[config.mk]
export PLATFORM = sky130hd
export DESIGN_NAME = if_stage
export DESIGN_NICKNAME = d
export VERILOG_FILES = /design/src/rtl/if_stage.sv
export SDC_FILE = /design/constraint.sdc
export NUM_CORES = 1
export LEC_CHECK = 0
export ABC_CLOCK_PERIOD_IN_PS = 3800
export BUFFER_PORTS_ARGS = -buffer_cell sky130_fd_sc_hd__buf_2
export CAP_MARGIN = 20
export CORE_ASPECT_RATIO = 0.8
export CORE_MARGIN = 2
export CORE_UTILIZATION = 56
export DETAILED_ROUTE_END_ITERATION = 10
export PLACE_DENSITY = 0.86
export SETUP_SLACK_MARGIN = 0.15
export SLEW_MARGIN = 40
export SYNTH_ARGS = -nofsm -noshare
export SYNTH_HDL_FRONTEND = slang
export SYNTH_SLANG_ARGS = --single-unit
[constraint.sdc]
create_clock -name clk -period 3.8 [get_ports clk]
set_input_delay 0.76 -clock clk [delete_from_list [all_inputs] [get_ports clk]]
set_output_delay 0.76 -clock clk [all_outputs]
set_load 0.1 [all_outputs]
[src/rtl/if_stage.sv]
`default_nettype none
// ============================================================================
//  Module      : if_stage
//  Description : Instruction-fetch stage. Pre-IF PC generator plus a single
//                IF slot, fetching over an SRAM-like req/addr_ok/data_ok port
//                with at most one outstanding request. Holds returned data
//                while decode stalls and discards wrong-path fetches after a
//                branch redirect.
//  Revision    : 1.0 - initial release
// ============================================================================
module if_stage #(
    parameter logic [31:0] RESET_PC = 32'h1C00_0000
) (
    input  logic        clk,
    input  logic        reset,
    input  logic        ds_allowin,
    input  logic [33:0] br_bus,
    output logic        fs_to_ds_valid,
    output logic [63:0] fs_to_ds_bus,
    output logic        inst_sram_req,
    output logic        inst_sram_wr,
    output logic [1:0]  inst_sram_size,
    output logic [3:0]  inst_sram_wstrb,
    output logic [31:0] inst_sram_addr,
    output logic [31:0] inst_sram_wdata,
    input  logic        inst_sram_addr_ok,
    input  logic        inst_sram_data_ok,
    input  logic [31:0] inst_sram_rdata
);

    localparam logic [31:0] c_PC_STEP = 32'd4;

    // EMPTY: nothing held; WAIT: address accepted, data pending;
    // READY: instruction parked in r_inst_buf; DROP: wrong-path data pending.
    typedef enum logic [1:0] {
        S_EMPTY = 2'd0,
        S_WAIT  = 2'd1,
        S_READY = 2'd2,
        S_DROP  = 2'd3
    } slot_t;

    slot_t       r_slot;
    slot_t       w_slot_nxt;
    logic [31:0] r_pf_addr;
    logic [31:0] r_br_buf;
    logic        r_br_buf_valid;
    logic        r_pf_req_pend;
    logic        r_kill_pend;
    logic [31:0] r_inst_buf;
    logic [31:0] r_fs_pc;

    logic        w_br_cancel;
    logic        w_br_taken;
    logic        w_br_stall;
    logic [31:0] w_br_target;
    logic        w_slot_free;
    logic        w_req;
    logic        w_accept;
    logic        w_wrong_path;
    logic [31:0] w_pf_addr_nxt;
    logic [31:0] w_fs_inst;

    assign w_br_cancel = br_bus[33];
    assign w_br_taken  = br_bus[32];
    assign w_br_target = {br_bus[31:2], 2'b00};
    // A taken branch not yet resolved into a redirect only blocks new fetches.
    assign w_br_stall  = w_br_taken & ~w_br_cancel;

    // The slot can take a new address if it will be vacated this cycle.
    assign w_slot_free = (r_slot == S_EMPTY)
                       | ((r_slot == S_READY) & ds_allowin)
                       | ((r_slot == S_WAIT) & inst_sram_data_ok & ds_allowin);

    // A raised request stays up until accepted, regardless of stalls.
    assign w_req        = ~reset & (r_pf_req_pend | (w_slot_free & ~w_br_stall));
    assign w_accept     = w_req & inst_sram_addr_ok;
    assign w_wrong_path = w_br_cancel | r_kill_pend;

    assign inst_sram_req   = w_req;
    assign inst_sram_addr  = r_pf_addr;
    assign inst_sram_wr    = 1'b0;
    assign inst_sram_size  = 2'b10;
    assign inst_sram_wstrb = 4'b0000;
    assign inst_sram_wdata = 32'd0;

    assign w_fs_inst      = (r_slot == S_READY) ? r_inst_buf : inst_sram_rdata;
    assign fs_to_ds_valid = ~reset & ~w_br_cancel
                          & (((r_slot == S_WAIT) & inst_sram_data_ok) | (r_slot == S_READY));
    assign fs_to_ds_bus   = {w_fs_inst, r_fs_pc};

    // Next fetch address: a buffered redirect wins, then a live redirect,
    // otherwise sequential. An idle port redirects immediately.
    always_comb begin
        w_pf_addr_nxt = r_pf_addr;
        if (w_accept) begin
            if (r_br_buf_valid) begin
                w_pf_addr_nxt = r_br_buf;
            end else if (w_br_cancel) begin
                w_pf_addr_nxt = w_br_target;
            end else begin
                w_pf_addr_nxt = r_pf_addr + c_PC_STEP;
            end
        end else if (w_br_cancel && !w_req) begin
            w_pf_addr_nxt = w_br_target;
        end
    end

    // Pre-IF state: fetch address, pending request and buffered redirect.
    always_ff @(posedge clk) begin
        if (reset) begin
            r_pf_addr      <= RESET_PC;
            r_pf_req_pend  <= 1'b0;
            r_br_buf       <= 32'd0;
            r_br_buf_valid <= 1'b0;
            r_kill_pend    <= 1'b0;
        end else begin
            r_pf_addr     <= w_pf_addr_nxt;
            r_pf_req_pend <= w_req & ~inst_sram_addr_ok;
            if (w_accept) begin
                r_br_buf_valid <= 1'b0;
                r_kill_pend    <= 1'b0;
            end else if (w_br_cancel && w_req) begin
                // The held address is now wrong-path; remember where to go next.
                r_br_buf       <= w_br_target;
                r_br_buf_valid <= 1'b1;
                r_kill_pend    <= 1'b1;
            end
        end
    end

    // IF slot next state.
    always_comb begin
        w_slot_nxt = r_slot;
        case (r_slot)
            S_EMPTY: begin
                if (w_accept) begin
                    w_slot_nxt = w_wrong_path ? S_DROP : S_WAIT;
                end
            end
            S_WAIT: begin
                if (inst_sram_data_ok) begin
                    if (w_accept) begin
                        w_slot_nxt = w_wrong_path ? S_DROP : S_WAIT;
                    end else if (w_br_cancel || ds_allowin) begin
                        w_slot_nxt = S_EMPTY;
                    end else begin
                        w_slot_nxt = S_READY;
                    end
                end else if (w_br_cancel) begin
                    w_slot_nxt = S_DROP;
                end
            end
            S_READY: begin
                if (w_accept) begin
                    w_slot_nxt = w_wrong_path ? S_DROP : S_WAIT;
                end else if (w_br_cancel || ds_allowin) begin
                    w_slot_nxt = S_EMPTY;
                end
            end
            S_DROP: begin
                if (inst_sram_data_ok) begin
                    w_slot_nxt = S_EMPTY;
                end
            end
            default: w_slot_nxt = S_EMPTY;
        endcase
    end

    // Slot state register.
    always_ff @(posedge clk) begin
        if (reset) begin
            r_slot <= S_EMPTY;
        end else begin
            r_slot <= w_slot_nxt;
        end
    end

    // Slot payload: PC captured at address accept, instruction parked on stall.
    always_ff @(posedge clk) begin
        if (reset) begin
            r_fs_pc    <= 32'd0;
            r_inst_buf <= 32'd0;
        end else begin
            if (w_accept) begin
                r_fs_pc <= r_pf_addr;
            end
            if ((r_slot == S_WAIT) && inst_sram_data_ok && (w_slot_nxt == S_READY)) begin
                r_inst_buf <= inst_sram_rdata;
            end
        end
    end

endmodule
`default_nettype wire
==> results.md <==
Floorplanning
• **floorplan core area** 12200 sq um
• **total number of placement rows** 36
• **vertical die dimension** 104 microns
• **IO Pins** 208
• **die width** 129 microns
• **Die Outline Area** 13300 sq um
• **effective utilization at floorplan** 0.572

Yosys
• **cell area after technology mapping** 6950 sq um
• **most used standard cell by instance count after synthesis** dfxtp_1
• **Syn Inst Count** 818
• **EDFF count, synth** 0
• **flops & latches, synth** 126
• **top flip-flop cell by instance count after synthesis** dfxtp_1
• **Synth top area share** 0.363
• **share of flip-flops with an asynchronous set or reset after synthesis** 0
• **largest area contributor in the synthesized netlist** dfxtp_1
• **Syn Area/Cell** 8.50 sq um
• **library cells used by synthesis** 69
• **fraction of the yosys area taken by sequential cells** 0.363
• **most used standard cells in the synthesized netlist** dfxtp_1, nand2_1, nor2_1
• **leading cell types by total area after synthesis** dfxtp_1, mux2i_1, mux2_2
• **Yosys warning count** 0

Layout
• **ant diodes** 0
• **fraction of layout cells with a size suffix above 1** 0.273
• **combined area of the multi-input logic cells** 3970 sq um
• **Storage cell area** 2520 sq um
• **post-route cell area** 8350 sq um
• **# nets final** 1022
• **Synth-to-Final Area Change** 20.1%
• **count of filler cells inserted in the layout** 970

Worst setup path
• **worst setup path startpoint** br_bus[33]
• **Worst path max stage delay** 0.36 ns
• **critical path data required time** 3.04 ns
• **worst-case reg-to-reg path depth** 5
• **nature of the critical path startpoint** input pin
• **termination of the worst setup path** inst_sram_req
• **largest fanout on the critical path** 21
• **Crit path buffers/inverters** 2
• **source of the worst register-to-register timing path** inst_sram_addr[16]
• **library cell contributing the largest single delay on the critical path** buf_2
• **cell-by-cell trace of the critical path** buf_2, nand2b_1, a21o_1, nor2_1, nor2_1, buf_12
• **arrival time at the worst endpoint** 2.34 ns
• **FF-to-FF End** inst_sram_addr[31]
• **cell seen most often among critical-path stages** nor2_1
• **reg-to-reg setup timing slack** 1.19 ns
• **Top Family by Delay on Critical Path** simple AND/OR/NAND/NOR gates
• **WP depth** 6
• **element type at the critical path end** output port
• **WS Path Type** in2out

GRT
• **wire length of the first global-routing pass** 29700 microns
• **number of global-route vias before repair** 5893
• **overall overflow remaining after global route** 0
• **GRT Overall Usage** 0.273
• **pin count of the biggest net entering global routing** 51
• **antenna violations before repair** 1

Min path
• **startpoint of the worst hold path** r_fs_pc[5]
• **Worst Hold Class** reg2reg

Route
• **first-iteration detailed-routing DRC count** 686
• **routed via count divided by cell count** 5.87
• **wire length per cell** 16.5 microns
• **remaining number of nets flagged by the antenna check after routing** 0
• **count of unresolved DRC violations after routing** 0
• **total via count after detailed routing** 6541
• **detailed-router iteration count before antenna repair** 5
• **final wirelength** 18300 microns

Run
• **# Max-Cap Violations** 0

Clocking
• **latest clock arrival within the worst-skew pair** 0.41 ns
• **total clock buffers created by CTS** 17
• **H-tree depth** 4
• **count of hold buffers inserted by post-cts repair** 0
• **post_cts resized** 0
• **Max clock buf depth** 2
• **Post-CTS Repair Setup Buffers** 0
• **clock transition at the registers of the reported paths** 0.06 ns
• **clock tree sinks** 126
• **cell at the root of the clock tree** clkbuf_16
• **TritonCTS clock tree** built

STA
• **RSZ-0062 raised after global routing** false
• **fmax** 0.323 GHz
• **sum of negative setup slack** 0 ns
• **clock period minus worst slack** 3.10 ns
• **final slew viol count** 0
• **final worst hold slack** 0.471 ns
• **worst slew slack as a fraction of its limit** 0.538
• **final hold violation count** 0
• **worst clock skew** 0.0121 ns
• **final setup vio count** 0
• **transition time of the tightest slew-check pin** 0.691 ns
• **crit share post-route** 0.815

Power
• **total power density per cell area** 548 nW/um^2
• **worst vdd ir** 0.374 mV
• **leakage** 3.48 nW
• **power consumption** 4.58 mW

Status
• **run status** completed

Placement
• **global placement routability congestion** 0.841
• **detailed placement HPWL** 12000 microns
• **area after detailed placement** 7710 sq um
• **input/output buffers** 162

## stage by stage
step	utilization	instances	setup WS, ns
finish	0.686	1115	0.701
floorplan	-	859	0.395
global placement	0.634	1083	0.625
global route	0.686	1115	0.639
detailed placement	0.634	1083	0.587
CTS	0.686	1115	0.715
## layer usage
metal  share of wire  wire length (microns)  vias up  GRT usage
met3           0.081                   1490       19     0.0733
met5         0.00071                     13        -          0
met1            0.43                   7970     3095      0.371
li1                -                      -     3115          -
met2            0.47                   8700      310      0.430
met4          0.0093                    170        2     0.0660
## state kept, by name, summed over array words and instances (netlist names)
name and count:
r_fs_pc 30, r_br_buf 30, r_pf_req_pend 1, r_inst_buf 32
r_kill_pend 1, r_slot 2, inst_sram_addr 30
## worst register-to-register path: cells and delay by family (launching register included)
family | cells | cell delay, ns
and+or+nand+nor | 2 | 1.07
AOI/OAI and AO/OA | 3 | 0.85
DFF | 1 | 0.56
## cells by family after synthesis
group           count (synthesis)  share of synthesized area
xor+xnor                        7                    0.00882
compound gates                145                      0.158
buf+inv                       123                     0.0945
other cells                     2                    0.00108
fa+ha+maj                       1                    0.00180
flops                         126                      0.363
simple gates                  308                      0.215
mux                           106                      0.158
## placed cells by master, fill, tap and decap left out, drive strengths merged, types with 4 or more instances in the layout
| cell | n |
|---|---|
| a2111oi | 11 |
| a211oi | 23 |
| a21oi | 25 |
| a221oi | 4 |
| a311oi | 4 |
| a31oi | 4 |
| and3 | 4 |
| and4 | 4 |
| buf | 179 |
| bufinv | 4 |
| clkbuf | 22 |
| clkinv | 5 |
| conb | 43 |
| dfxtp | 126 |
| inv | 16 |
| mux2 | 32 |
| mux2i | 74 |
| nand2 | 96 |
| nand2b | 4 |
| nand3 | 13 |
| nand3b | 32 |
| nand4 | 7 |
| nor2 | 95 |
| nor3 | 22 |
| nor4 | 19 |
| o21ai | 30 |
| o31a | 12 |
| xor2 | 4 |
## worst min-delay path by stage
| stage | end | cells past startpoint |
|---|---|---|
| 2_1_floorplan | r_inst_buf[0] | 2 |
| 3_3_place_gp | r_fs_pc[17] | 2 |
| 3_5_place_dp | r_fs_pc[4] | 2 |
| 4_1_cts | r_fs_pc[21] | 2 |
| 5_1_grt | r_fs_pc[28] | 2 |
| 6_report | r_fs_pc[5] | 2 |
## power breakdown
part / internal (mW) / leakage, nW / switching [mW]
Clock: 1.15 / 0.310 / 0.582
Combinational: 0.255 / 2.14 / 1.09
Sequential: 1.40 / 1.03 / 0.107
## cell type report
type / count / area share
multi-input cells: 610 / 0.476
clock inverters: 10 / 0.0192
clock buffers: 22 / 0.0568
repair buffers: 179 / 0.116
well taps: 152 / 0.0228
inverters: 16 / 0.00719
flip-flops and latches: 126 / 0.302
Note: power is estimated with default switching activity, not from simulation.
